===== config.mk =====
export PLATFORM = sky130hd
export DESIGN_NAME = puf_scan_arbiter
export DESIGN_NICKNAME = d
export VERILOG_FILES = /design/src/rtl/puf_scan_arbiter.sv
export SDC_FILE = /design/constraint.sdc
export NUM_CORES = 1
export LEC_CHECK = 0
export BUFFER_PORTS_ARGS = -buffer_cell sky130_fd_sc_hd__buf_2
export CAP_MARGIN = 25
export CELL_PAD_IN_SITES_DETAIL_PLACEMENT = 2
export CELL_PAD_IN_SITES_GLOBAL_PLACEMENT = 2
export CORE_MARGIN = 5
export CORE_UTILIZATION = 25
export CTS_BUF_LIST = sky130_fd_sc_hd__clkbuf_16
export DETAILED_ROUTE_END_ITERATION = 8
export GPL_ROUTABILITY_DRIVEN = 0
export PLACE_DENSITY = 0.89
export SYNTH_ARGS = -nofsm -noshare
export SYNTH_HDL_FRONTEND = slang
export SYNTH_SLANG_ARGS = --single-unit

===== constraint.sdc =====
create_clock -name clk -period 2.57 [get_ports clk]
set_input_delay 0.514 -clock clk [delete_from_list [all_inputs] [get_ports clk]]
set_output_delay 0.514 -clock clk [all_outputs]
set_load 0.02 [all_outputs]

===== src/rtl/puf_scan_arbiter.sv =====
// -----------------------------------------------------------------------------
// puf_scan_arbiter
//
// Purpose:
//   Round-robin arbiter and sequencer that shares a single PUF counter /
//   scan-enable engine between NUM_REQ requesters. A granted requester's
//   target count is latched and sent to the engine with a one-cycle start.
//   When the engine signals count_done, the captured counter value is returned
//   to the requester and priority rotates past it.
//
// Optional feature (compile-time macro PUF_ARB_TIMEOUT_EN):
//   Adds a WAIT-state watchdog. If the engine has not signalled count_done
//   within pc_target + TIMEOUT_SLACK WAIT cycles, the service is closed with
//   resp_valid and resp_err both pulsed. Without the macro, WAIT persists until
//   count_done arrives and resp_err is tied low.
//
// Ports:
//   clk              clock
//   rst_n            asynchronous active-low reset
//   i_req            level request per requester, held until its response
//   i_req_target     per-requester target count, slice i = [i*CNT_W +: CNT_W]
//   o_grant          one-hot grant, high from ISSUE through WAIT
//   o_resp_valid     one-cycle completion pulse
//   o_resp_id        index of the completed requester
//   o_resp_count     engine counter captured at completion
//   o_resp_err       one-cycle timeout flag alongside o_resp_valid
//   o_busy           high whenever the FSM is not idle
//   o_pc_start       one-cycle start to the engine
//   o_pc_target      target count to the engine, stable from ISSUE through WAIT
//   i_pc_count_done  engine count_done
//   i_pc_counter     engine counter value
//   i_pc_scan_enable engine scan_enable (monitored only)
// -----------------------------------------------------------------------------
module puf_scan_arbiter #(
  parameter int unsigned NUM_REQ       = 4,
  parameter int unsigned CNT_W         = 16,
  parameter int unsigned TIMEOUT_SLACK = 8
) (
  input  logic                       clk,
  input  logic                       rst_n,
  input  logic [NUM_REQ-1:0]         i_req,
  input  logic [NUM_REQ*CNT_W-1:0]   i_req_target,
  output logic [NUM_REQ-1:0]         o_grant,
  output logic                       o_resp_valid,
  output logic [$clog2(NUM_REQ)-1:0] o_resp_id,
  output logic [CNT_W-1:0]           o_resp_count,
  output logic                       o_resp_err,
  output logic                       o_busy,
  output logic                       o_pc_start,
  output logic [CNT_W-1:0]           o_pc_target,
  input  logic                       i_pc_count_done,
  input  logic [CNT_W-1:0]           i_pc_counter,
  input  logic                       i_pc_scan_enable
);

  localparam int unsigned IdW = $clog2(NUM_REQ);

  typedef enum logic [1:0] {
    StIdle,
    StIssue,
    StWait
  } state_e;

  state_e             r_state, w_state_nxt;
  logic [IdW-1:0]     r_rr, w_rr_nxt;
  logic [IdW-1:0]     r_cur, w_cur_nxt;
  logic [NUM_REQ-1:0] r_grant, w_grant_nxt;
  logic               r_resp_valid, w_resp_valid_nxt;
  logic [IdW-1:0]     r_resp_id, w_resp_id_nxt;
  logic [CNT_W-1:0]   r_resp_count, w_resp_count_nxt;
  logic               r_resp_err, w_resp_err_nxt;
  logic               r_busy, w_busy_nxt;
  logic               r_pc_start, w_pc_start_nxt;
  logic [CNT_W-1:0]   r_pc_target, w_pc_target_nxt;

  logic [NUM_REQ-1:0] w_upper;
  logic [IdW-1:0]     w_pick;
  logic [CNT_W-1:0]   w_pick_target;
  logic [IdW-1:0]     w_rr_after;
  logic               w_timeout;
  logic               w_unused;

  // Round-robin pick: lowest set request at or above the pointer, otherwise
  // wrap around to the lowest set request overall.
  always_comb begin
    w_upper = '0;
    for (int i = 0; i < NUM_REQ; i++) begin
      w_upper[i] = i_req[i] && (IdW'(i) >= r_rr);
    end
    w_pick = '0;
    if (|w_upper) begin
      for (int i = NUM_REQ - 1; i >= 0; i--) begin
        if (w_upper[i]) w_pick = IdW'(i);
      end
    end else begin
      for (int i = NUM_REQ - 1; i >= 0; i--) begin
        if (i_req[i]) w_pick = IdW'(i);
      end
    end
  end

  // Constant-index mux keeps the slice select width-clean.
  always_comb begin
    w_pick_target = '0;
    for (int i = 0; i < NUM_REQ; i++) begin
      if (w_pick == IdW'(i)) w_pick_target = i_req_target[i*CNT_W +: CNT_W];
    end
  end

  assign w_rr_after = (r_cur == IdW'(NUM_REQ - 1)) ? '0 : r_cur + IdW'(1);

`ifdef PUF_ARB_TIMEOUT_EN
  logic [CNT_W:0]   r_wd;
  logic [CNT_W+1:0] w_wd_inc;
  logic [CNT_W+1:0] w_limit;

  assign w_wd_inc  = {1'b0, r_wd} + (CNT_W + 2)'(1);
  assign w_limit   = {2'b00, r_pc_target} + (CNT_W + 2)'(TIMEOUT_SLACK);
  // count_done in the same cycle takes precedence over the watchdog.
  assign w_timeout = (r_state == StWait) && !i_pc_count_done && (w_wd_inc >= w_limit);
  assign w_unused  = i_pc_scan_enable;

  always_ff @(posedge clk or negedge rst_n) begin
    if (!rst_n) begin
      r_wd <= '0;
    end else if (r_state == StIssue) begin
      r_wd <= '0;
    end else if (r_state == StWait) begin
      r_wd <= w_wd_inc[CNT_W:0];
    end
  end
`else
  assign w_timeout = 1'b0;
  assign w_unused  = ^{i_pc_scan_enable, TIMEOUT_SLACK[0]};
`endif

  // Next-state and registered-output logic.
  always_comb begin
    w_state_nxt      = r_state;
    w_rr_nxt         = r_rr;
    w_cur_nxt        = r_cur;
    w_grant_nxt      = r_grant;
    w_resp_valid_nxt = 1'b0;
    w_resp_id_nxt    = r_resp_id;
    w_resp_count_nxt = r_resp_count;
    w_resp_err_nxt   = 1'b0;
    w_busy_nxt       = r_busy;
    w_pc_start_nxt   = 1'b0;
    w_pc_target_nxt  = r_pc_target;

    case (r_state)
      StIdle: begin
        if (|i_req) begin
          w_state_nxt     = StIssue;
          w_cur_nxt       = w_pick;
          w_grant_nxt     = NUM_REQ'(1) << w_pick;
          w_pc_target_nxt = w_pick_target;
          w_pc_start_nxt  = 1'b1;
          w_busy_nxt      = 1'b1;
        end
      end
      StIssue: begin
        w_state_nxt = StWait;
      end
      StWait: begin
        if (i_pc_count_done || w_timeout) begin
          w_state_nxt      = StIdle;
          w_grant_nxt      = '0;
          w_busy_nxt       = 1'b0;
          w_resp_valid_nxt = 1'b1;
          w_resp_err_nxt   = w_timeout;
          w_resp_id_nxt    = r_cur;
          w_resp_count_nxt = i_pc_counter;
          w_rr_nxt         = w_rr_after;
        end
      end
      default: begin
        w_state_nxt = StIdle;
      end
    endcase
  end

  always_ff @(posedge clk or negedge rst_n) begin
    if (!rst_n) begin
      r_state      <= StIdle;
      r_rr         <= '0;
      r_cur        <= '0;
      r_grant      <= '0;
      r_resp_valid <= 1'b0;
      r_resp_id    <= '0;
      r_resp_count <= '0;
      r_resp_err   <= 1'b0;
      r_busy       <= 1'b0;
      r_pc_start   <= 1'b0;
      r_pc_target  <= '0;
    end else begin
      r_state      <= w_state_nxt;
      r_rr         <= w_rr_nxt;
      r_cur        <= w_cur_nxt;
      r_grant      <= w_grant_nxt;
      r_resp_valid <= w_resp_valid_nxt;
      r_resp_id    <= w_resp_id_nxt;
      r_resp_count <= w_resp_count_nxt;
      r_resp_err   <= w_resp_err_nxt;
      r_busy       <= w_busy_nxt;
      r_pc_start   <= w_pc_start_nxt;
      r_pc_target  <= w_pc_target_nxt;
    end
  end

  assign o_grant      = r_grant;
  assign o_resp_valid = r_resp_valid;
  assign o_resp_id    = r_resp_id;
  assign o_resp_count = r_resp_count;
  assign o_resp_err   = r_resp_err;
  assign o_busy       = r_busy;
  assign o_pc_start   = r_pc_start;
  assign o_pc_target  = r_pc_target;

endmodule


==> flow_metrics.env <==
export IMPL_clockBufferDepth=2
export IMPL_r2r_setup_slack_ns=0.25
export IMPL_setup_tns_final_ns=0
export IMPL_fin_hold_ws_ns=0.342
export IMPL_grt_antenna_before_repair=0
export IMPL_maxCapViolations=0
export IMPL_drt_iter0_markers=47
export IMPL_cts_root_buf="clkbuf_16"
export IMPL_critPathTopFamily="compound AO/OA/AOI/OAI gates"
export IMPL_wl_per_cell_um=18.1
export IMPL_leakage_nw=1.73
export IMPL_crit_reg2reg_capture="o_pc_target[5]"
export IMPL_layout_setup_ws_ns=0.245
export IMPL_worstMarginPinSlew_ns=0.633
export IMPL_ys_top_cells_by_area="dfrtp_1, nand2_1, a211oi_2, mux2i_1, a211oi_1"
export IMPL_power_density_nw_per_um2=1190
export IMPL_grt_max_degree=48
export IMPL_timing_rr_start="r_rr[1]"
export IMPL_critPathLaunch="r_rr[1]"
export IMPL_dr_pass1_iters=4
export IMPL_htreeDepth=2
export IMPL_max_stage_delay_ns=0.50
export IMPL_fp_dieH_um=109
export IMPL_core_um2=9680
export IMPL_synth_edff_count=0
export IMPL_yosysWarningCount=0
export IMPL_worstHoldPathType="in2async"
export IMPL_row_count=36
export IMPL_start_util_pct=25.4
export IMPL_mostFrequentLayoutCell="buf_2"
export IMPL_syn_cell_area_um2=2460
export IMPL_overflow=0
export IMPL_finalSetupViolCount=0
export IMPL_synth_async_sr_flop_share_pct=100
export IMPL_numCtsBuffers=5
export IMPL_crit_type="reg2reg"
export IMPL_critPathCaptureType="register"
export IMPL_dp_slack_ns=0.175
export IMPL_routed_via_density=4.82
export IMPL_drc_errors=0
export IMPL_cts_resized_gates=0
export IMPL_cts_sinks=47
export IMPL_clk_latency_ns=0.28
export IMPL_final_max_slew_viol_count=0
export IMPL_min_period_ns=2.32
export IMPL_syn_area_per_cell_um2=10.1
export IMPL_area_growth_pct=37.0
export IMPL_dp_hpwl_mm=6.86
export IMPL_clock_skew_ns=0.00381
export IMPL_final_cell_mix="buf_2, nand2_1, dfrtp_1, nor2_1, a211oi_1"
export IMPL_ios=130
export IMPL_ff2ff_path_depth=7
export IMPL_portBuffers=127
export IMPL_cp_required_ns=2.72
export IMPL_crit_chain="nand2b_1 -> a21oi_4 -> nor3_4 -> buf_4 -> buf_4 -> a211oi_1 -> a211oi_2"
export IMPL_post_cts_setup_buffer_count=0
export IMPL_ir_drop_v=0.000370
export IMPL_route_vias_total=2424
export IMPL_die_w_um=109
export IMPL_synth_nets=333
export IMPL_finalCritPeriodShare_pct=90.5
export IMPL_clock_fmax_mhz=430
export IMPL_crit_top_cell="buf_4"
export IMPL_yosysSeqAreaShare_pct=47.8
export IMPL_n_antenna_cell=0
export IMPL_crit_buf_inv=2
export IMPL_die_area_um2=11900
export IMPL_antenna_left=0
export IMPL_tritoncts="yes"
export IMPL_clkTransAtPathRegs_ns=0.07
export IMPL_rsz0062_at_grt="no"
export IMPL_relSlewSlack_pct=57.8
export IMPL_netlist_area_leader_share_pct=47.8
export IMPL_status="finished clean"
export IMPL_ys_types=39
export IMPL_crit_fanout=18
export IMPL_netlist_instances=244
export IMPL_wirelength_mm=9.09
export IMPL_grt_pass1_wl_mm=14.3
export IMPL_fin_nets=458
export IMPL_crit_path_top_delay_cell="a21oi_4"
export IMPL_cts_hold_buffers=0
export IMPL_grt_usage_pct=15.2
export IMPL_grt_pass1_vias=2811
export IMPL_yosys_area_top_type="dfrtp_1"
export IMPL_drive_gt1_share_pct=44.3
export IMPL_finalHoldViolations=0
export IMPL_synth_seq_cells=47
export IMPL_yosys_most_used_dff="dfrtp_1"
export IMPL_start_kind="register"
export IMPL_arrival_ns=2.48
export IMPL_num_fill_cells=1126
export IMPL_finalPower_mw=4.02
## sequential cells by signal (all words and copies together) (netlist names)
name          cells
o_pc_start        1
o_resp_id         2
o_resp_count     16
r_cur             2
o_resp_valid      1
o_grant           4
o_busy            1
r_rr              2
o_pc_target      16
r_state           2
## through the flow
| step | utilization [%] | instances | instance area [um^2] |
|---|---|---|---|
| floorplan | - | 244 | 2460 |
| global placement | 33.3 | 495 | 3230 |
| detailed placement | 33.3 | 495 | 3230 |
| CTS | 34.8 | 503 | 3370 |
| global route | 34.8 | 503 | 3370 |
| finish | 34.8 | 503 | 3370 |
## cells in the mapped netlist, types with 2 or more instances
| library cell | count |
|---|---|
| dfrtp_1 | 47 |
| o21ai_0 | 3 |
| clkbuf_1 | 8 |
| a32o_1 | 2 |
| a211oi_1 | 12 |
| a211o_1 | 2 |
| mux2i_1 | 10 |
| nand3_1 | 3 |
| nand3b_1 | 2 |
| nand2b_1 | 2 |
| a21oi_1 | 6 |
| nand4_1 | 6 |
| a211oi_2 | 8 |
| o31a_1 | 10 |
| nor2_1 | 14 |
| mux2_4 | 6 |
| inv_1 | 3 |
| buf_2 | 3 |
| buf_6 | 2 |
| nand2_1 | 63 |
| a221o_1 | 6 |
| buf_4 | 3 |
| o31ai_1 | 7 |
## cell type report
class | count | area (um^2) | area share, %
Sequential cell | 47 | 1180 | 34.9
Multi-Input combinational cell | 175 | 1160 | 34.3
Timing Repair Buffer | 136 | 716 | 21.2
Tap cell | 133 | 166 | 4.93
Clock buffer | 5 | 125 | 3.71
Clock inverter | 3 | 20.0 | 0.593
Inverter | 4 | 15.0 | 0.445
## worst max-delay path by stage
| stage | slack (ns) | cells past startpoint | to |
|---|---|---|---|
| global placement | 0.27 | 7 | o_pc_target[6] |
| detailed placement | 0.17 | 7 | o_pc_target[5] |
| finish | 0.25 | 7 | o_pc_target[5] |
| global route | 0.1 | 7 | o_pc_target[5] |
| floorplan | 0.64 | 7 | o_pc_target[10] |
| CTS | 0.24 | 7 | o_pc_target[5] |
## per-layer routing
| layer | track usage, % | wire [um] | vias to the layer above |
|---|---|---|---|
| met1 | 17.3 | 3720 | 1213 |
| li1 | - | - | 1121 |
| met3 | 4.20 | 682 | 4 |
| met2 | 28.6 | 4620 | 86 |
| met4 | 2.85 | 63 | 0 |
| met5 | 0 | 0 | - |
## power breakdown
group	switching, mW	internal, mW
logic	1.30	0.788
clock network	0.285	0.359
registers	0.201	1.09
total	1.79	2.23
## cell families (layout without fill, tap and decap cells)
kind of cell    after synthesis  after routing  share of synthesized area [%]
compound gates               61             61                           21.0
fa+ha+maj                     1              1                          0.508
buf+inv                      22            148                           5.28
flops                        47             47                           47.8
mux                          17             17                           8.18
other cells                   1              1                          0.152
simple gates                 95             95                           17.1
Power figures use the tool's default switching activity.
